===== config.mk =====
export PLATFORM = sky130hd
export DESIGN_NAME = tmr_sipo_receiver_flat
export DESIGN_NICKNAME = d
export VERILOG_FILES = /design/src/rtl/tmr_sipo_receiver_pkg.sv /design/src/rtl/tmr_sipo_receiver_if.sv /design/src/rtl/tmr_sipo_receiver_core.sv /design/src/rtl/tmr_sipo_receiver.sv /design/src/flat_wrapper.sv
export SDC_FILE = /design/constraint.sdc
export NUM_CORES = 1
export LEC_CHECK = 0
export ABC_AREA = 0
export CAP_MARGIN = 20
export CELL_PAD_IN_SITES_DETAIL_PLACEMENT = 0
export CELL_PAD_IN_SITES_GLOBAL_PLACEMENT = 1
export CORE_MARGIN = 4
export CORE_UTILIZATION = 51
export CTS_BUF_LIST = sky130_fd_sc_hd__clkbuf_2 sky130_fd_sc_hd__clkbuf_4 sky130_fd_sc_hd__clkbuf_8
export DETAILED_ROUTE_END_ITERATION = 6
export HOLD_SLACK_MARGIN = 0.15
export PLACE_DENSITY = 0.94
export SLEW_MARGIN = 20
export SYNTH_ARGS = -nofsm -noshare
export SYNTH_HDL_FRONTEND = slang
export SYNTH_HIERARCHICAL = 1
export SYNTH_SLANG_ARGS = --single-unit

===== constraint.sdc =====
create_clock -name clk -period 2.8 [get_ports clk]
set_clock_uncertainty 0.1 [all_clocks]
set_input_delay 0.42 -clock clk [delete_from_list [all_inputs] [get_ports clk]]
set_output_delay 0.42 -clock clk [all_outputs]
set_load 0.02 [all_outputs]

===== src/rtl/tmr_sipo_receiver_pkg.sv =====
// -----------------------------------------------------------------------------
// tmr_rx_pkg
// Shared types and helpers for the triple-redundant serial-to-parallel
// receiver.
//   rx_state_t      : per-core receiver state (IDLE / SHIFT / HOLD)
//   LSB_FIRST/MSB_FIRST : encodings of the bit_order input
//   maj3()          : 2-of-3 majority of one bit; vectors of any width are
//                     voted by applying it bit by bit in a generate loop
// -----------------------------------------------------------------------------
package tmr_rx_pkg;

    typedef enum logic [1:0] {
        IDLE  = 2'd0,
        SHIFT = 2'd1,
        HOLD  = 2'd2
    } rx_state_t;

    localparam logic LSB_FIRST = 1'b0;
    localparam logic MSB_FIRST = 1'b1;

    function automatic logic maj3(input logic a, input logic b, input logic c);
        return (a & b) | (a & c) | (b & c);
    endfunction

endpackage : tmr_rx_pkg


===== src/rtl/tmr_sipo_receiver_if.sv =====
// -----------------------------------------------------------------------------
// tmr_sipo_receiver_if
// Serial input strobe/data, word handshake and status signals of the TMR
// SIPO receiver.
//   master : drives the serial stream and word_ready, observes the word side
//   slave  : the receiver itself
// Signals:
//   enable, serial_in, frame_start, bit_order : serial side (to receiver)
//   word_ready                                : downstream accept (to receiver)
//   word_out, word_valid                      : assembled word (from receiver)
//   overrun, resync, tmr_error                : status (from receiver)
// -----------------------------------------------------------------------------
interface tmr_sipo_receiver_if #(
    parameter int width = 32
);
    logic             enable;
    logic             serial_in;
    logic             frame_start;
    logic             bit_order;
    logic             word_ready;
    logic [width-1:0] word_out;
    logic             word_valid;
    logic             overrun;
    logic             resync;
    logic             tmr_error;

    modport master (
        output enable, serial_in, frame_start, bit_order, word_ready,
        input  word_out, word_valid, overrun, resync, tmr_error
    );

    modport slave (
        input  enable, serial_in, frame_start, bit_order, word_ready,
        output word_out, word_valid, overrun, resync, tmr_error
    );
endinterface : tmr_sipo_receiver_if


===== src/rtl/tmr_sipo_receiver_core.sv =====
// -----------------------------------------------------------------------------
// tmr_rx_core
// One receiver lane: frame detection, bit counter, shift register and the
// output word holding register. Three of these run in lockstep.
// Ports:
//   clk, rst            : clock, asynchronous active-low reset
//   i_enable            : bit strobe
//   i_serial_in         : serial data
//   i_frame_start       : first bit of a frame is on i_serial_in
//   i_bit_order         : 0 = LSB first, 1 = MSB first (taken at frame start)
//   i_word_ready        : downstream accepts o_word
//   o_state, o_count, o_sr : internal state, exported for mismatch compare
//   o_word, o_valid     : assembled word and its valid flag
//   o_overrun, o_resync : one-cycle status pulses
// -----------------------------------------------------------------------------
module tmr_rx_core
    import tmr_rx_pkg::*;
#(
    parameter  int width = 32,
    localparam int CNT_W = $clog2(width)
) (
    input  logic             clk,
    input  logic             rst,
    input  logic             i_enable,
    input  logic             i_serial_in,
    input  logic             i_frame_start,
    input  logic             i_bit_order,
    input  logic             i_word_ready,
    output rx_state_t        o_state,
    output logic [CNT_W-1:0] o_count,
    output logic [width-1:0] o_sr,
    output logic [width-1:0] o_word,
    output logic             o_valid,
    output logic             o_overrun,
    output logic             o_resync
);

    localparam logic [CNT_W-1:0] LAST_BIT = CNT_W'(width - 1);
    localparam logic [CNT_W-1:0] ONE      = CNT_W'(1);

    rx_state_t        r_state,   w_state_next;
    logic [CNT_W-1:0] r_count,   w_count_next;
    logic [width-1:0] r_sr,      w_sr_next;
    logic [width-1:0] r_word,    w_word_next;
    logic             r_valid,   w_valid_next;
    logic             r_overrun, w_overrun_next;
    logic             r_resync,  w_resync_next;
    logic             r_order,   w_order_next;

    logic             w_start;
    logic [width-1:0] w_sr_shift;
    logic [width-1:0] w_sr_first;

    assign w_start = i_enable & i_frame_start;

    // Shift uses the order latched at frame start.
    assign w_sr_shift = (r_order == LSB_FIRST) ? {i_serial_in, r_sr[width-1:1]}
                                               : {r_sr[width-2:0], i_serial_in};

    // A new frame discards whatever was in the shift register, so the first
    // bit is loaded into a cleared register at the end it enters from.
    assign w_sr_first = (i_bit_order == LSB_FIRST) ? {i_serial_in, {(width-1){1'b0}}}
                                                   : {{(width-1){1'b0}}, i_serial_in};

    // State register
    always_ff @(posedge clk or negedge rst) begin
        if (!rst) begin
            r_state   <= IDLE;
            r_count   <= '0;
            r_sr      <= '0;
            r_word    <= '0;
            r_valid   <= 1'b0;
            r_overrun <= 1'b0;
            r_resync  <= 1'b0;
            r_order   <= LSB_FIRST;
        end else begin
            r_state   <= w_state_next;
            r_count   <= w_count_next;
            r_sr      <= w_sr_next;
            r_word    <= w_word_next;
            r_valid   <= w_valid_next;
            r_overrun <= w_overrun_next;
            r_resync  <= w_resync_next;
            r_order   <= w_order_next;
        end
    end

    // Next-state and datapath logic
    always_comb begin
        w_state_next   = r_state;
        w_count_next   = r_count;
        w_sr_next      = r_sr;
        w_word_next    = r_word;
        w_valid_next   = r_valid;
        w_order_next   = r_order;
        w_overrun_next = 1'b0;
        w_resync_next  = 1'b0;

        case (r_state)
            IDLE: begin
                if (w_start) begin
                    w_state_next = SHIFT;
                    w_order_next = i_bit_order;
                    w_sr_next    = w_sr_first;
                    w_count_next = ONE;
                end
            end

            SHIFT: begin
                if (w_start) begin
                    // Restart on the new frame; the partial word is lost.
                    w_order_next  = i_bit_order;
                    w_sr_next     = w_sr_first;
                    w_count_next  = ONE;
                    w_resync_next = 1'b1;
                end else if (i_enable) begin
                    w_sr_next = w_sr_shift;
                    if (r_count == LAST_BIT) begin
                        w_state_next = HOLD;
                        w_word_next  = w_sr_shift;
                        w_valid_next = 1'b1;
                        w_count_next = '0;
                    end else begin
                        w_count_next = r_count + ONE;
                    end
                end
            end

            HOLD: begin
                if (i_word_ready) begin
                    w_valid_next = 1'b0;
                    if (w_start) begin
                        // Handshake and new frame in the same cycle.
                        w_state_next = SHIFT;
                        w_order_next = i_bit_order;
                        w_sr_next    = w_sr_first;
                        w_count_next = ONE;
                    end else begin
                        w_state_next = IDLE;
                    end
                end else if (w_start) begin
                    // No room for a new frame: drop it, keep the pending word.
                    w_overrun_next = 1'b1;
                end
            end

            default: begin
                w_state_next = IDLE;
            end
        endcase
    end

    // Outputs
    always_comb begin
        o_state   = r_state;
        o_count   = r_count;
        o_sr      = r_sr;
        o_word    = r_word;
        o_valid   = r_valid;
        o_overrun = r_overrun;
        o_resync  = r_resync;
    end

endmodule : tmr_rx_core


===== src/rtl/tmr_sipo_receiver.sv =====
// -----------------------------------------------------------------------------
// tmr_sipo_receiver
// Triple-redundant serial-to-parallel receiver. Three tmr_rx_core lanes see
// identical inputs; the word, valid and status pulses are 2-of-3 voted, and
// tmr_error is raised (registered) whenever the lanes' internal state differs.
// Faulted lanes are not scrubbed; only reset realigns them.
// Ports:
//   clk  : clock, rising edge
//   rst  : asynchronous active-low reset
//   bus  : tmr_sipo_receiver_if slave modport (serial side, word handshake,
//          overrun / resync / tmr_error status)
// -----------------------------------------------------------------------------
module tmr_sipo_receiver
    import tmr_rx_pkg::*;
#(
    parameter int width = 32
) (
    input  logic                 clk,
    input  logic                 rst,
    tmr_sipo_receiver_if.slave   bus
);

    localparam int CNT_W  = $clog2(width);
    localparam int SNAP_W = 2 + CNT_W + width + width + 1;

    rx_state_t        w_state   [3];
    logic [CNT_W-1:0] w_count   [3];
    logic [width-1:0] w_sr      [3];
    logic [width-1:0] w_word    [3];
    logic             w_valid   [3];
    logic             w_overrun [3];
    logic             w_resync  [3];
    logic [SNAP_W-1:0] w_snap   [3];

    logic [width-1:0] w_word_vote;
    logic             w_mismatch;
    logic             r_tmr_error;

    genvar gi;

    generate
        for (gi = 0; gi < 3; gi++) begin : gen_core
            tmr_rx_core #(
                .width(width)
            ) u_core (
                .clk          (clk),
                .rst          (rst),
                .i_enable     (bus.enable),
                .i_serial_in  (bus.serial_in),
                .i_frame_start(bus.frame_start),
                .i_bit_order  (bus.bit_order),
                .i_word_ready (bus.word_ready),
                .o_state      (w_state[gi]),
                .o_count      (w_count[gi]),
                .o_sr         (w_sr[gi]),
                .o_word       (w_word[gi]),
                .o_valid      (w_valid[gi]),
                .o_overrun    (w_overrun[gi]),
                .o_resync     (w_resync[gi])
            );

            // Everything that must agree between lanes, packed for one compare.
            assign w_snap[gi] = {w_state[gi], w_count[gi], w_sr[gi],
                                 w_word[gi], w_valid[gi]};
        end

        for (gi = 0; gi < width; gi++) begin : gen_vote
            assign w_word_vote[gi] = maj3(w_word[0][gi], w_word[1][gi], w_word[2][gi]);
        end
    endgenerate

    assign w_mismatch = (w_snap[0] != w_snap[1]) || (w_snap[0] != w_snap[2]);

    always_ff @(posedge clk or negedge rst) begin
        if (!rst) begin
            r_tmr_error <= 1'b0;
        end else begin
            r_tmr_error <= w_mismatch;
        end
    end

    assign bus.word_out   = w_word_vote;
    assign bus.word_valid = maj3(w_valid[0],   w_valid[1],   w_valid[2]);
    assign bus.overrun    = maj3(w_overrun[0], w_overrun[1], w_overrun[2]);
    assign bus.resync     = maj3(w_resync[0],  w_resync[1],  w_resync[2]);
    assign bus.tmr_error  = r_tmr_error;

endmodule : tmr_sipo_receiver


===== src/flat_wrapper.sv =====
// flat-port wrapper written by rule: the top's interface ports become plain ports
module tmr_sipo_receiver_flat import tmr_rx_pkg::*;
#(
    parameter int width = 32
)
  (clk, rst, bus_enable, bus_serial_in, bus_frame_start, bus_bit_order, bus_word_ready, bus_word_out, bus_word_valid, bus_overrun, bus_resync, bus_tmr_error);
  tmr_sipo_receiver_if #(.width(width)) bus_i ();
  input  logic clk;
  input  logic rst;
  input wire logic [$bits(bus_i.enable)-1:0] bus_enable;
  input wire logic [$bits(bus_i.serial_in)-1:0] bus_serial_in;
  input wire logic [$bits(bus_i.frame_start)-1:0] bus_frame_start;
  input wire logic [$bits(bus_i.bit_order)-1:0] bus_bit_order;
  input wire logic [$bits(bus_i.word_ready)-1:0] bus_word_ready;
  output wire logic [$bits(bus_i.word_out)-1:0] bus_word_out;
  output wire logic [$bits(bus_i.word_valid)-1:0] bus_word_valid;
  output wire logic [$bits(bus_i.overrun)-1:0] bus_overrun;
  output wire logic [$bits(bus_i.resync)-1:0] bus_resync;
  output wire logic [$bits(bus_i.tmr_error)-1:0] bus_tmr_error;
  assign bus_i.enable = bus_enable;
  assign bus_i.serial_in = bus_serial_in;
  assign bus_i.frame_start = bus_frame_start;
  assign bus_i.bit_order = bus_bit_order;
  assign bus_i.word_ready = bus_word_ready;
  assign bus_word_out = bus_i.word_out;
  assign bus_word_valid = bus_i.word_valid;
  assign bus_overrun = bus_i.overrun;
  assign bus_resync = bus_i.resync;
  assign bus_tmr_error = bus_i.tmr_error;
  tmr_sipo_receiver #(.width(width)) u_core (.clk(clk), .rst(rst), .bus(bus_i));
endmodule

==> results.ini, run 1 <==
[layout]
syn2layout_area_growth_pct = 14.6
drive_gt1_share_pct = 11.2
final_cells = 1560
design_area_mm2 = 0.0137
diodes = 0
nNetsFinal = 1296

[die]
core_mm2 = 0.0228
rows = 55
die_width_um = 161
fp.dieArea_mm2 = 0.0260
num_io_pins = 43
die_h_um = 161
initial_core_util_pct = 52.4

[timing]
drv_slew = 0
setup_viol = 0
finalSetupTns_ps = 0
finalWorstSetupSlack_ps = 158
worst_pin_slew_ps = 748
hold_viol_final = 0
max_freq_mhz = 379
period_share_pct = 94.3
slew_headroom_pct = 50.1
period_needed_ps = 2640
grt_setup_unrepaired = false

[detailed_routing]
drt_iter0_markers = 908
wire_per_inst_um = 21.3
firstDrtPassIters = 6
postRouteAntennaNets = 0
vias = 9420
routed_via_density = 6.04
totalWireLength_um = 33300
drc = 0

[synthesis]
synthXorXnorAreaFrac_pct = 3.51
synth-adder-area-share_pct = 7.69
yosys.area_share.simple_pct = 13.0
synth_edf_count = 0
syn_nets = 1238
synthMuxAreaShare_pct = 9.16
yosys.cell_types.count = 46
synthesis.area_mm2 = 0.0120
synth.avg_cell_area_um2 = 10.3
seq_area_frac_synth_pct = 47.3
synth_ff_type = dfrtp_1
ys_ff_latch = 226
yosysTopAreaCell = dfrtp_1
netlist.area_leader.share_pct = 47.3
syn_inst = 1159
ys_warn_count = 6
synth_compound_area_share_pct = 15.9
synthArstFlopShare_pct = 100
synthTopCellsByArea = dfrtp_1, mux2i_1, ha_1
synth_top_family_by_area = compound AO/OA/AOI/OAI gates

[worst_setup_path]
critical_path_class = flop to flop
cp.required_ps = 3090
cp.arrival_ps = 2930
crit_end = u_core/bus.tmr_error
start_kind = flop
r2r_start = u_core/gen_core[1].u_core/o_word[22]
ff2ff_setup_slack_ps = 160
cp_max_fo = 3
crit_start = u_core/gen_core[1].u_core/o_word[22]
r2r_end = u_core/bus.tmr_error
rr_worst_depth = 6
endpoint_kind = flop

[global_routing]
grt_pass1_wl_um = 53300
grt_use_met1_pct = 36.0
grt-busiest-layer = met2
antenna_found_initial = 0
grt.overflow.total = 0
grt_usage_pct = 25.9
use_met3_pct = 5.28
met2_usage_pct = 39.7
grt_max_degree = 80
grt_pass1_vias = 9432

[min_path]
hp-class = input pin to async pin

[clock_network]
clkLatencyLatePin_ps = 530
cts_buffers = 39
clockBufferDepth = 3
clk_pin_slew_ps = 70
post-cts-setup-buffers = 0
tritoncts = done
cts-root-buf = clkbuf_8
cts.htree.levels = 2
cts_sinks = 226

[run]
drv_cap = 0

[pwr]
powerDensity_mw_per_mm2 = 565
ir_drop_v = 0.000396
leakagePower_nw = 7.03

[placement]
io_buffer_count = 42
dp.cells = 1488
post-place-ws_ps = 42.5
globalplace.congestion = 1.02
placed_area_mm2 = 0.0129
dp_hpwl_um = 24000

[outcome]
status = completed

## sequential cells by signal, indices dropped and copies added (netlist names)
register,count
u_core/bus.tmr_error,1
u_core/gen_core.u_core/o_sr,96
u_core/gen_core.u_core/r_order,3
u_core/gen_core.u_core/o_state,6
u_core/gen_core.u_core/o_overrun,3
u_core/gen_core.u_core/o_resync,3
u_core/gen_core.u_core/o_valid,3
u_core/gen_core.u_core/o_count,15
u_core/gen_core.u_core/o_word,96
## final cells by class
| class | instances | area (um2) |
|---|---|---|
| repair buffers | 80 | 826 |
| well taps | 313 | 392 |
| multi-input cells | 847 | 5900 |
| inverters | 23 | 91.3 |
| clock buffers | 65 | 813 |
| fillers | 1916 | 9130 |
| clock inverters | 6 | 32.5 |
| flip-flops and latches | 226 | 5660 |
## cells in the mapped netlist, drive strengths merged, types with 4 or more instances
cell     count
nand4       11
xor2        26
o2111ai      4
mux2        12
nor2b       12
clkbuf       6
xnor2       22
nand2b      15
mux2i       96
a211o       33
buf         57
nand2      132
o21ai       12
o22ai        9
nor4        25
inv         23
ha          72
a32o         6
o31ai       96
and3         9
nor2       108
nand3        7
dfrtp      226
nor3         6
a21oi      102
## stage by stage
step / total power (W) / util (%) / hold slack, ps
floorplan: 0.00421 / - / 24.4
global placement: 0.00455 / 56.3 / 354
detailed placement: 0.00457 / 56.3 / 353
CTS: 0.00778 / 60.0 / 388
global route: 0.00806 / 60.0 / 427
finish: 0.00775 / 60.0 / 381
## worst min-delay path by stage
stage	start	end	slack, ps	depth (start not counted)
4_1_cts	rst	u_core/gen_core[2].u_core/o_word[4]	390	2
6_report	rst	u_core/gen_core[2].u_core/o_word[4]	380	2
3_3_place_gp	rst	u_core/gen_core[2].u_core/o_word[4]	350	1
2_1_floorplan	rst	u_core/bus.tmr_error	20	0
3_5_place_dp	rst	u_core/gen_core[2].u_core/o_word[4]	350	1
5_1_grt	rst	u_core/gen_core[2].u_core/o_word[4]	430	2
## worst max-delay path, cell delays in order (launching register included)
cell and delay (ps):
dfrtp_1 400, ha_1 300, or4_4 550, a221o_1 300
a2111oi_2 200, o2111ai_1 150, or4_1 510
## per-layer routing
metal / wire length [um] / vias up
met5: 0 / -
met3: 2730 / 94
li1: - / 4332
met4: 1410 / 0
met2: 14800 / 425
met1: 14300 / 4569
## placed cells by master, fill, tap and decap left out, drive strengths merged, types with 15 or more instances in the layout
master	n
clkdlybuf4s50	41
dfrtp	226
nand2b	15
xor2	26
xnor2	22
nand2	132
ha	72
mux2i	96
nor2	108
buf	38
a211o	33
clkbuf	65
inv	23
o31ai	96
nor4	25
a21oi	102
## what timing repair did
| item | in CTS | in global routing |
|---|---|---|
| gates resized for setup | 0 | 2 |
| hold buffers | 1 | 0 |
| endpoints found under the hold margin | 75 | 0 |
| setup endpoints to repair | 0 | 1 |
## where the power goes
| part | leakage [nW] | internal, W | switching (W) | total (W) |
|---|---|---|---|---|
| Clock | 0.453 | 0.00183 | 0.00137 | 0.00320 |
| Sequential | 3.10 | 0.00338 | 0.000258 | 0.00364 |
| Combinational | 3.47 | 0.000397 | 0.000513 | 0.000910 |
## kinds of logic (layout without fill, tap and decap cells)
| group | count (synthesis) | count (layout) |
|---|---|---|
| mux | 108 | 108 |
| buf+inv | 86 | 174 |
| fa+ha+maj | 74 | 74 |
| simple gates | 336 | 336 |
| xor+xnor | 48 | 48 |
| flops | 226 | 226 |
| compound gates | 281 | 281 |
(Power assumes the default switching activity.)
==> run 2, diff against run 1 <==
--- a/config.mk
+++ b/config.mk
@@ -5,7 +5,6 @@
 export SDC_FILE = /design/constraint.sdc
 export NUM_CORES = 1
 export LEC_CHECK = 0
-export ABC_AREA = 0
 export CAP_MARGIN = 20
 export CELL_PAD_IN_SITES_DETAIL_PLACEMENT = 0
 export CELL_PAD_IN_SITES_GLOBAL_PLACEMENT = 1
==> results of run 2 <==
Final layout, timing and power as in run 1 (identical DEF).
